**config.mk**
```make
export PLATFORM = sky130hd
export DESIGN_NAME = stream_trans_sched
export DESIGN_NICKNAME = d
export VERILOG_FILES = /design/src/rtl/stream_trans_sched.sv
export SDC_FILE = /design/constraint.sdc
export NUM_CORES = 2
export LEC_CHECK = 0
export CORE_MARGIN = 5
export CORE_UTILIZATION = 55
export DETAILED_ROUTE_END_ITERATION = 8
export PLACE_DENSITY = 0.8
export RECOVER_POWER = 25
export SLEW_MARGIN = 20
export SYNTH_ARGS = -nofsm -noshare
export SYNTH_HDL_FRONTEND = slang
export SYNTH_SLANG_ARGS = --single-unit
```
**constraint.sdc**
```tcl
create_clock -name clk -period 10.09 [get_ports clk]
set_input_delay 2.5225 -clock clk [delete_from_list [all_inputs] [get_ports clk]]
set_output_delay 2.5225 -clock clk [all_outputs]
set_load 0.02 [all_outputs]
```
**src/rtl/stream_trans_sched.sv**
```systemverilog
// Multi-channel stream transfer scheduler: per-channel descriptor FIFOs, in-order command issue
// by global sequence index, and routing of the selected channel onto one AXI-Stream master.
// Optional feature macro: STREAM_TRANS_SCHED_TKEEP_EN (byte lengths plus m_axis_tkeep).
module stream_trans_sched #(
   parameter  int N_CH       = 4,
   parameter  int DESC_DEPTH = 8,
   parameter  int OFFSET_WDT = 32,
   parameter  int LEN_WDT    = 16,
   parameter  int SEQ_WDT    = 16,
   parameter  int TDATA_WDT  = 64,
   localparam int CH_W       = (N_CH > 1) ? $clog2(N_CH) : 1
) (
   input  logic                      clk,
   input  logic                      rst,
   input  logic                      desc_valid,
   output logic                      desc_ready,
   input  logic [CH_W-1:0]           desc_ch,
   input  logic [OFFSET_WDT-1:0]     desc_offset,
   input  logic [LEN_WDT-1:0]        desc_len,
   input  logic [SEQ_WDT-1:0]        desc_seq,
   output logic                      cmd_valid,
   input  logic                      cmd_ready,
   output logic [CH_W-1:0]           cmd_ch,
   output logic [OFFSET_WDT-1:0]     cmd_offset,
   output logic [LEN_WDT-1:0]        cmd_len,
   input  logic [N_CH-1:0]           s_axis_tvalid,
   output logic [N_CH-1:0]           s_axis_tready,
   input  logic [N_CH*TDATA_WDT-1:0] s_axis_tdata,
   output logic                      m_axis_tvalid,
   input  logic                      m_axis_tready,
   output logic [TDATA_WDT-1:0]      m_axis_tdata,
   output logic                      m_axis_tlast,
`ifdef STREAM_TRANS_SCHED_TKEEP_EN
   output logic [TDATA_WDT/8-1:0]    m_axis_tkeep,
`endif
   output logic [SEQ_WDT-1:0]        seq_exp,
   output logic                      seq_err,
   output logic                      busy
);

   localparam int PTR_W = $clog2(DESC_DEPTH);
   localparam int CNT_W = PTR_W + 1;

   typedef enum logic [1:0] {IDLE, ISSUE, STREAM} state_t;

   typedef struct packed {
      logic [SEQ_WDT-1:0]    seq;
      logic [LEN_WDT-1:0]    len;
      logic [OFFSET_WDT-1:0] off;
   } desc_t;

   desc_t               r_mem [N_CH][DESC_DEPTH];
   logic [PTR_W-1:0]    r_wr_ptr [N_CH];
   logic [PTR_W-1:0]    r_rd_ptr [N_CH];
   logic [CNT_W-1:0]    r_cnt [N_CH];
   state_t              r_state, w_state_nxt;
   logic [CH_W-1:0]     r_ch;
   logic [OFFSET_WDT-1:0] r_off;
   logic [LEN_WDT-1:0]  r_len, r_beats, w_beat_cnt;
   logic [SEQ_WDT-1:0]  r_seq_exp;
   logic                r_seq_err;

   logic [N_CH-1:0]     w_push, w_pop;
   logic                w_desc_ready;
   desc_t               w_head [N_CH];
   desc_t               w_match;
   logic                w_stale_hit, w_match_hit;
   logic [CH_W-1:0]     w_stale_ch, w_match_ch;
   logic                w_drop, w_take, w_skip, w_beat, w_load;

   // Readiness comes from the registered occupancy only, so a full FIFO stays
   // not-ready even in a cycle where it is also being popped.
   always_comb begin
      w_desc_ready = 1'b0;
      w_push       = '0;
      for (int i = 0; i < N_CH; i++) begin
         if (desc_ch == CH_W'(i)) w_desc_ready = (r_cnt[i] != CNT_W'(DESC_DEPTH));
      end
      for (int i = 0; i < N_CH; i++) begin
         w_push[i] = desc_valid && w_desc_ready && (desc_ch == CH_W'(i));
      end
   end

   assign desc_ready = w_desc_ready;

   // Head scan runs from the top channel down so the lowest channel overwrites last and wins.
   always_comb begin
      w_stale_hit = 1'b0;
      w_stale_ch  = '0;
      w_match_hit = 1'b0;
      w_match_ch  = '0;
      w_match     = '0;
      for (int i = 0; i < N_CH; i++) w_head[i] = r_mem[i][r_rd_ptr[i]];
      for (int i = N_CH - 1; i >= 0; i--) begin
         if ((r_cnt[i] != '0) && (w_head[i].seq < r_seq_exp)) begin
            w_stale_hit = 1'b1;
            w_stale_ch  = CH_W'(i);
         end
         if ((r_cnt[i] != '0) && (w_head[i].seq == r_seq_exp)) begin
            w_match_hit = 1'b1;
            w_match_ch  = CH_W'(i);
            w_match     = w_head[i];
         end
      end
   end

   assign w_beat = (r_state == STREAM) && m_axis_tvalid && m_axis_tready;
   assign w_load = (r_state == ISSUE) && cmd_ready;

   // NOTE: every signal driven here gets a default before the case, so no path can infer a latch.
   always_comb begin
      w_state_nxt = r_state;
      w_pop       = '0;
      w_drop      = 1'b0;
      w_take      = 1'b0;
      w_skip      = 1'b0;
      case (r_state)
         IDLE: begin
            if (w_stale_hit) begin
               w_pop[w_stale_ch] = 1'b1;
               w_drop            = 1'b1;
            end else if (w_match_hit) begin
               w_pop[w_match_ch] = 1'b1;
               if (w_match.len == '0) begin
                  w_skip = 1'b1;
               end else begin
                  w_take      = 1'b1;
                  w_state_nxt = ISSUE;
               end
            end
         end
         ISSUE:   if (cmd_ready) w_state_nxt = STREAM;
         STREAM:  if (w_beat && (r_beats == LEN_WDT'(1))) w_state_nxt = IDLE;
         default: w_state_nxt = IDLE;
      endcase
   end

   // NOTE: all clocked state uses non-blocking assignments so every register sees pre-edge values.
   always_ff @(posedge clk) begin
      if (rst) r_state <= IDLE;
      else     r_state <= w_state_nxt;
   end

   always_ff @(posedge clk) begin
      if (rst) begin
         for (int i = 0; i < N_CH; i++) begin
            r_wr_ptr[i] <= '0;
            r_rd_ptr[i] <= '0;
            r_cnt[i]    <= '0;
         end
      end else begin
         for (int i = 0; i < N_CH; i++) begin
            if (w_push[i]) r_wr_ptr[i] <= r_wr_ptr[i] + PTR_W'(1);
            if (w_pop[i])  r_rd_ptr[i] <= r_rd_ptr[i] + PTR_W'(1);
            r_cnt[i] <= r_cnt[i] + CNT_W'(w_push[i]) - CNT_W'(w_pop[i]);
         end
      end
   end

   // NOTE: descriptor storage has no reset; the occupancy counters alone decide what is valid.
   always_ff @(posedge clk) begin
      for (int i = 0; i < N_CH; i++) begin
         if (w_push[i]) r_mem[i][r_wr_ptr[i]] <= '{seq: desc_seq, len: desc_len, off: desc_offset};
      end
   end

   always_ff @(posedge clk) begin
      if (rst) begin
         r_ch      <= '0;
         r_off     <= '0;
         r_len     <= '0;
         r_beats   <= '0;
         r_seq_exp <= '0;
         r_seq_err <= 1'b0;
      end else begin
         if (w_drop) r_seq_err <= 1'b1;
         if (w_take) begin
            r_ch  <= w_match_ch;
            r_off <= w_match.off;
            r_len <= w_match.len;
         end
         if (w_load)      r_beats <= w_beat_cnt;
         else if (w_beat) r_beats <= r_beats - LEN_WDT'(1);
         if (w_skip || (w_beat && (r_beats == LEN_WDT'(1)))) r_seq_exp <= r_seq_exp + SEQ_WDT'(1);
      end
   end

`ifdef STREAM_TRANS_SCHED_TKEEP_EN
   localparam int                 KEEP_W = TDATA_WDT / 8;
   localparam logic [LEN_WDT-1:0] BYTES  = LEN_WDT'(KEEP_W);

   logic [LEN_WDT-1:0] w_rem;
   logic [KEEP_W-1:0]  w_last_keep, r_last_keep;

   // A byte remainder of zero means the final beat is full.
   always_comb begin
      w_rem       = r_len % BYTES;
      w_beat_cnt  = (r_len / BYTES) + ((w_rem != '0) ? LEN_WDT'(1) : LEN_WDT'(0));
      w_last_keep = '1;
      if (w_rem != '0) begin
         for (int k = 0; k < KEEP_W; k++) w_last_keep[k] = (LEN_WDT'(k) < w_rem);
      end
   end

   always_ff @(posedge clk) begin
      if (rst)         r_last_keep <= '0;
      else if (w_load) r_last_keep <= w_last_keep;
   end

   assign m_axis_tkeep = (r_state != STREAM) ? '0 : (m_axis_tlast ? r_last_keep : '1);
`else
   assign w_beat_cnt = r_len;
`endif

   always_comb begin
      s_axis_tready = '0;
      m_axis_tvalid = 1'b0;
      m_axis_tdata  = '0;
      if (r_state == STREAM) begin
         for (int i = 0; i < N_CH; i++) begin
            if (r_ch == CH_W'(i)) begin
               s_axis_tready[i] = m_axis_tready;
               m_axis_tvalid    = s_axis_tvalid[i];
               m_axis_tdata     = s_axis_tdata[i*TDATA_WDT +: TDATA_WDT];
            end
         end
      end
   end

   assign m_axis_tlast = (r_state == STREAM) && (r_beats == LEN_WDT'(1));
   assign cmd_valid    = (r_state == ISSUE);
   assign cmd_ch       = r_ch;
   assign cmd_offset   = r_off;
   assign cmd_len      = r_len;
   assign seq_exp      = r_seq_exp;
   assign seq_err      = r_seq_err;
   assign busy         = (r_state != IDLE);

endmodule

```
==> impl_metrics.py <==
metrics = {
    "power": {
        "p_leak_nw": 31.9,
        "p_per_area_nw_per_um2": 222,
        "clock_power_share_pct": 33.2,
        "switching_power_mw": 6.09,
        "pwr-share-seq_pct": 44.8,
        "comb_power_share_pct": 22.0,
        "internal_power_mw": 16.5,
        "peakVddDrop_uv": 181,
        "p_sw_share_pct": 26.9,
    },
    "synthesis": {
        "synth_edf_count": 2072,
        "yosys.area.top_type": "edfxtp_1",
        "ys_seq_area_share_pct": 72.8,
        "synthCells": 4392,
        "syn_area_um2": 88200,
        "postSynthAreaPerCell_um2": 20.1,
        "ys_ff_latch": 2173,
        "yosysTopAreaCellShare_pct": 70.5,
        "synthTopCellsByArea": "edfxtp_1 71%, mux4_2 15%, dfxtp_1 2.3%, mux2_2 1.8%, mux2i_1 1.5%",
        "syn_nets": 4826,
        "synth_cell_types": 70,
        "synthFlopType": "edfxtp_1",
        "yosys_warnings": 0,
        "synthArstFlopShare_pct": 0,
    },
    "setup_path": {
        "crit_start": "r_rd_ptr[2][0]$_SDFFCE_PN0P_",
        "crit_path_start_kind": "register",
        "path_delay_family": "buffers and inverters",
        "r2r_start": "r_rd_ptr[2][0]$_SDFFCE_PN0P_",
        "endpoint": "cmd_offset[19]$_SDFFE_PP0P_",
        "arrival_ps": 7960,
        "cp-end-kind": "register",
        "path_cells": "buf_4 -> buf_4 -> mux4_2 -> mux2_2 -> ha_1 -> nand4_1 -> nor3_1 -> and2_2 -> buf_4 -> nand2_1 -> a311oi_1 -> nor4_1 -> nand4_1 -> and3b_4 -> buf_6 -> mux2i_1 -> nor2_1",
        "path_depth": 17,
        "path_max_fanout": 72,
        "path_class": "register to register",
        "crit_top_cell": "buf_4",
        "r2r-end": "cmd_offset[19]$_SDFFE_PP0P_",
        "crit_path_max_incr_delay_ps": 790,
        "r2r_cells": 17,
        "crit_buf_inv": 4,
        "required_ps": 10770,
        "rrSetupSlack_ps": 2800,
        "slowest_stage": "buf_4",
    },
    "clocking": {
        "clock_path_buffers": 3,
        "clock_sinks": 2173,
        "cts_buffers": 193,
        "clock-root-buffer": "clkbuf_16",
        "clk_pin_slew_worst_paths_ps": 70,
        "cts_hold_buf": 0,
        "post-cts-setup-buffer-count": 0,
        "worstSkewPairLatency_ps": 840,
        "cts-resized-gates": 0,
        "cts_tree": "done",
        "htreeDepth": 4,
    },
    "die": {
        "ios": 471,
        "die_w_um": 411,
        "core_um2": 160000,
        "die_area_um2": 169000,
        "row_count": 147,
        "dieHeight_um": 411,
        "start_util_pct": 55.1,
    },
    "route": {
        "drc": 0,
        "wirelength_um": 278000,
        "vias": 49500,
        "detail_route.wl_per_cell_um": 38.5,
        "drtAntennaViolNets": 0,
        "firstDrtPassIters": 6,
        "viasPerCell": 6.87,
        "first_iter_violations": 7008,
    },
    "cells_and_area": {
        "finalNonFillerCells": 7202,
        "drive_above_1_share_pct": 23.2,
        "fin_nets": 5351,
        "post-route-util_pct": 63.7,
        "areaGrowthSynthToFinish_pct": 15.6,
    },
    "sta": {
        "grt_setup_unrepaired": "false",
        "relSlewSlack_pct": -9.82,
        "setup_tns_ps": 0,
        "slew_violations": 99,
        "skew_ps": 35.1,
        "period_needed_ps": 7290,
        "finalCritPeriodShare_pct": 72.2,
        "fmax_mhz": 137,
        "hold_violations": 0,
        "finalSetupViolations": 0,
        "worstMarginPinSlew_ps": 1650,
    },
    "grt": {
        "grt_first_pass_wirelength_um": 387000,
        "grt_pass1_vias": 49400,
        "grtUsageTotal_pct": 33.0,
        "grt_antenna_before_repair": 60,
        "grt_start_max_net_pins": 83,
        "grt_overflow_total": 0,
    },
    "outcome": {
        "violations": "capacitance limit, slew limit",
        "status": "finished with violations",
    },
    "placed_design": {
        "dp.cells": 6807,
        "dp_hpwl_um": 165000,
        "gp_congestion": 0.996,
        "port_buffers": 470,
    },
    "worst_hold_path": {
        "holdCritPathClass": "register to register",
    },
    "run": {
        "max-cap-violations": 4,
    },
}
[power groups by stage]
| stage | registers, mW | logic, mW | clock network, mW |
|---|---|---|---|
| after global placement | 10.3 | 4.72 | 0 |
| after detailed placement | 10.3 | 4.86 | 0 |
| after global routing | 10.1 | 5.26 | 7.96 |
| after CTS | 10.1 | 4.98 | 7.56 |
| after floorplan | 10.3 | 3.38 | 0 |
| final | 10.1 | 4.98 | 7.50 |
[worst reg2reg max path, stage by stage, from the launching register on]
cell      delay (ps)
edfxtp_1         350
buf_4            590
buf_4            800
mux4_2           650
mux2_2           330
ha_1             310
nand4_1          210
nor3_1           430
and2_2           220
buf_4            710
nand2_1          140
a311oi_1         590
nor4_1           190
nand4_1          230
and3b_4          230
buf_6            650
mux2i_1          440
nor2_1            70
[worst min path at each step]
stage,depth (start not counted),slack [ps],endpoint,startpoint
final,1,490,r_state[0]$_SDFFE_PP0P_,r_state[1]$_SDFFE_PP0P_
after global routing,2,510,cmd_offset[21]$_SDFFE_PP0P_,cmd_offset[21]$_SDFFE_PP0P_
after CTS,1,500,r_state[0]$_SDFFE_PP0P_,r_state[1]$_SDFFE_PP0P_
after detailed placement,1,470,r_state[0]$_SDFFE_PP0P_,r_state[1]$_SDFFE_PP0P_
after global placement,1,460,r_state[0]$_SDFFE_PP0P_,r_state[1]$_SDFFE_PP0P_
after floorplan,1,440,r_state[0]$_SDFFE_PP0P_,r_state[1]$_SDFFE_PP0P_
[final cells by class]
type / count / area (um2)
Inverter: 66 / 248
Clock buffer: 233 / 5150
Fill cell: 10300 / 58000
Sequential cell: 2173 / 64200
Antenna cell: 34 / 85.1
Timing Repair Buffer: 572 / 5400
Clock inverter: 127 / 1270
Multi-Input combinational cell: 1911 / 23000
Tap cell: 2086 / 2610
[per-layer routing]
layer  up-vias  wire [um]  track usage [%]
met1     25600      88800             39.3
met2      3931     143000             57.0
met5         -        267                0
met4        40      13000             14.0
li1      19300          -                -
met3       693      32100             8.85
[cell usage in the layout, fill, tap and decap left out, types with 93 or more instances in the layout]
cell / count
nand2_1: 96
nor2_1: 204
edfxtp_1: 2072
dfxtp_1: 99
clkbuf_16: 198
mux4_2: 578
mux2i_1: 134
clkdlybuf4s50_1: 431
ha_1: 99
buf_4: 93
mux2_2: 139
[cells by family after synthesis]
kind of cell	share of synthesized area, %
DFF	72.8
muxes	18.0
and+or+nand+nor	3.35
AOI/OAI and AO/OA	2.65
buffers and inverters	1.43
adders and majority gates	1.49
xor gates and xnor gates	0.208
[cell usage after synthesis (7+ instances only)]
cell / number
nand3_1: 16
buf_4: 7
a21o_1: 27
a211oi_1: 33
nor2_1: 228
inv_1: 66
xnor2_1: 17
nor3b_1: 8
or3_1: 18
mux2_2: 139
a221oi_1: 30
buf_2: 23
nand2_1: 96
edfxtp_1: 2072
nand2b_1: 28
mux2i_1: 134
o22ai_1: 42
o311ai_0: 9
nor4_1: 12
nor2b_1: 11
a311oi_1: 40
dfxtp_1: 101
or2_2: 8
a21oi_1: 87
and2_1: 75
nor3_1: 47
buf_1: 67
o21ai_0: 23
clkbuf_1: 138
ha_1: 99
mux4_2: 578
nand4_1: 21
[through the flow]
stage	power [mW]	instance area [um2]	hold WS, ps	setup WS, ps
after floorplan	13.7	88200	435	1660
after global placement	15.0	95600	460	2840
after detailed placement	15.2	95600	473	2730
after CTS	22.7	102000	496	2670
after global routing	23.3	102000	511	2520
final	22.6	102000	492	2800
[state kept, by name, indices dropped and copies added (netlist names)]
register / flops
r_mem: 2048
r_cnt: 16
seq_err: 1
seq_exp: 16
cmd_offset: 32
r_state: 2
r_rd_ptr: 12
r_wr_ptr: 12
cmd_len: 16
cmd_ch: 2
r_beats: 16
(Power assumes the default switching activity.)
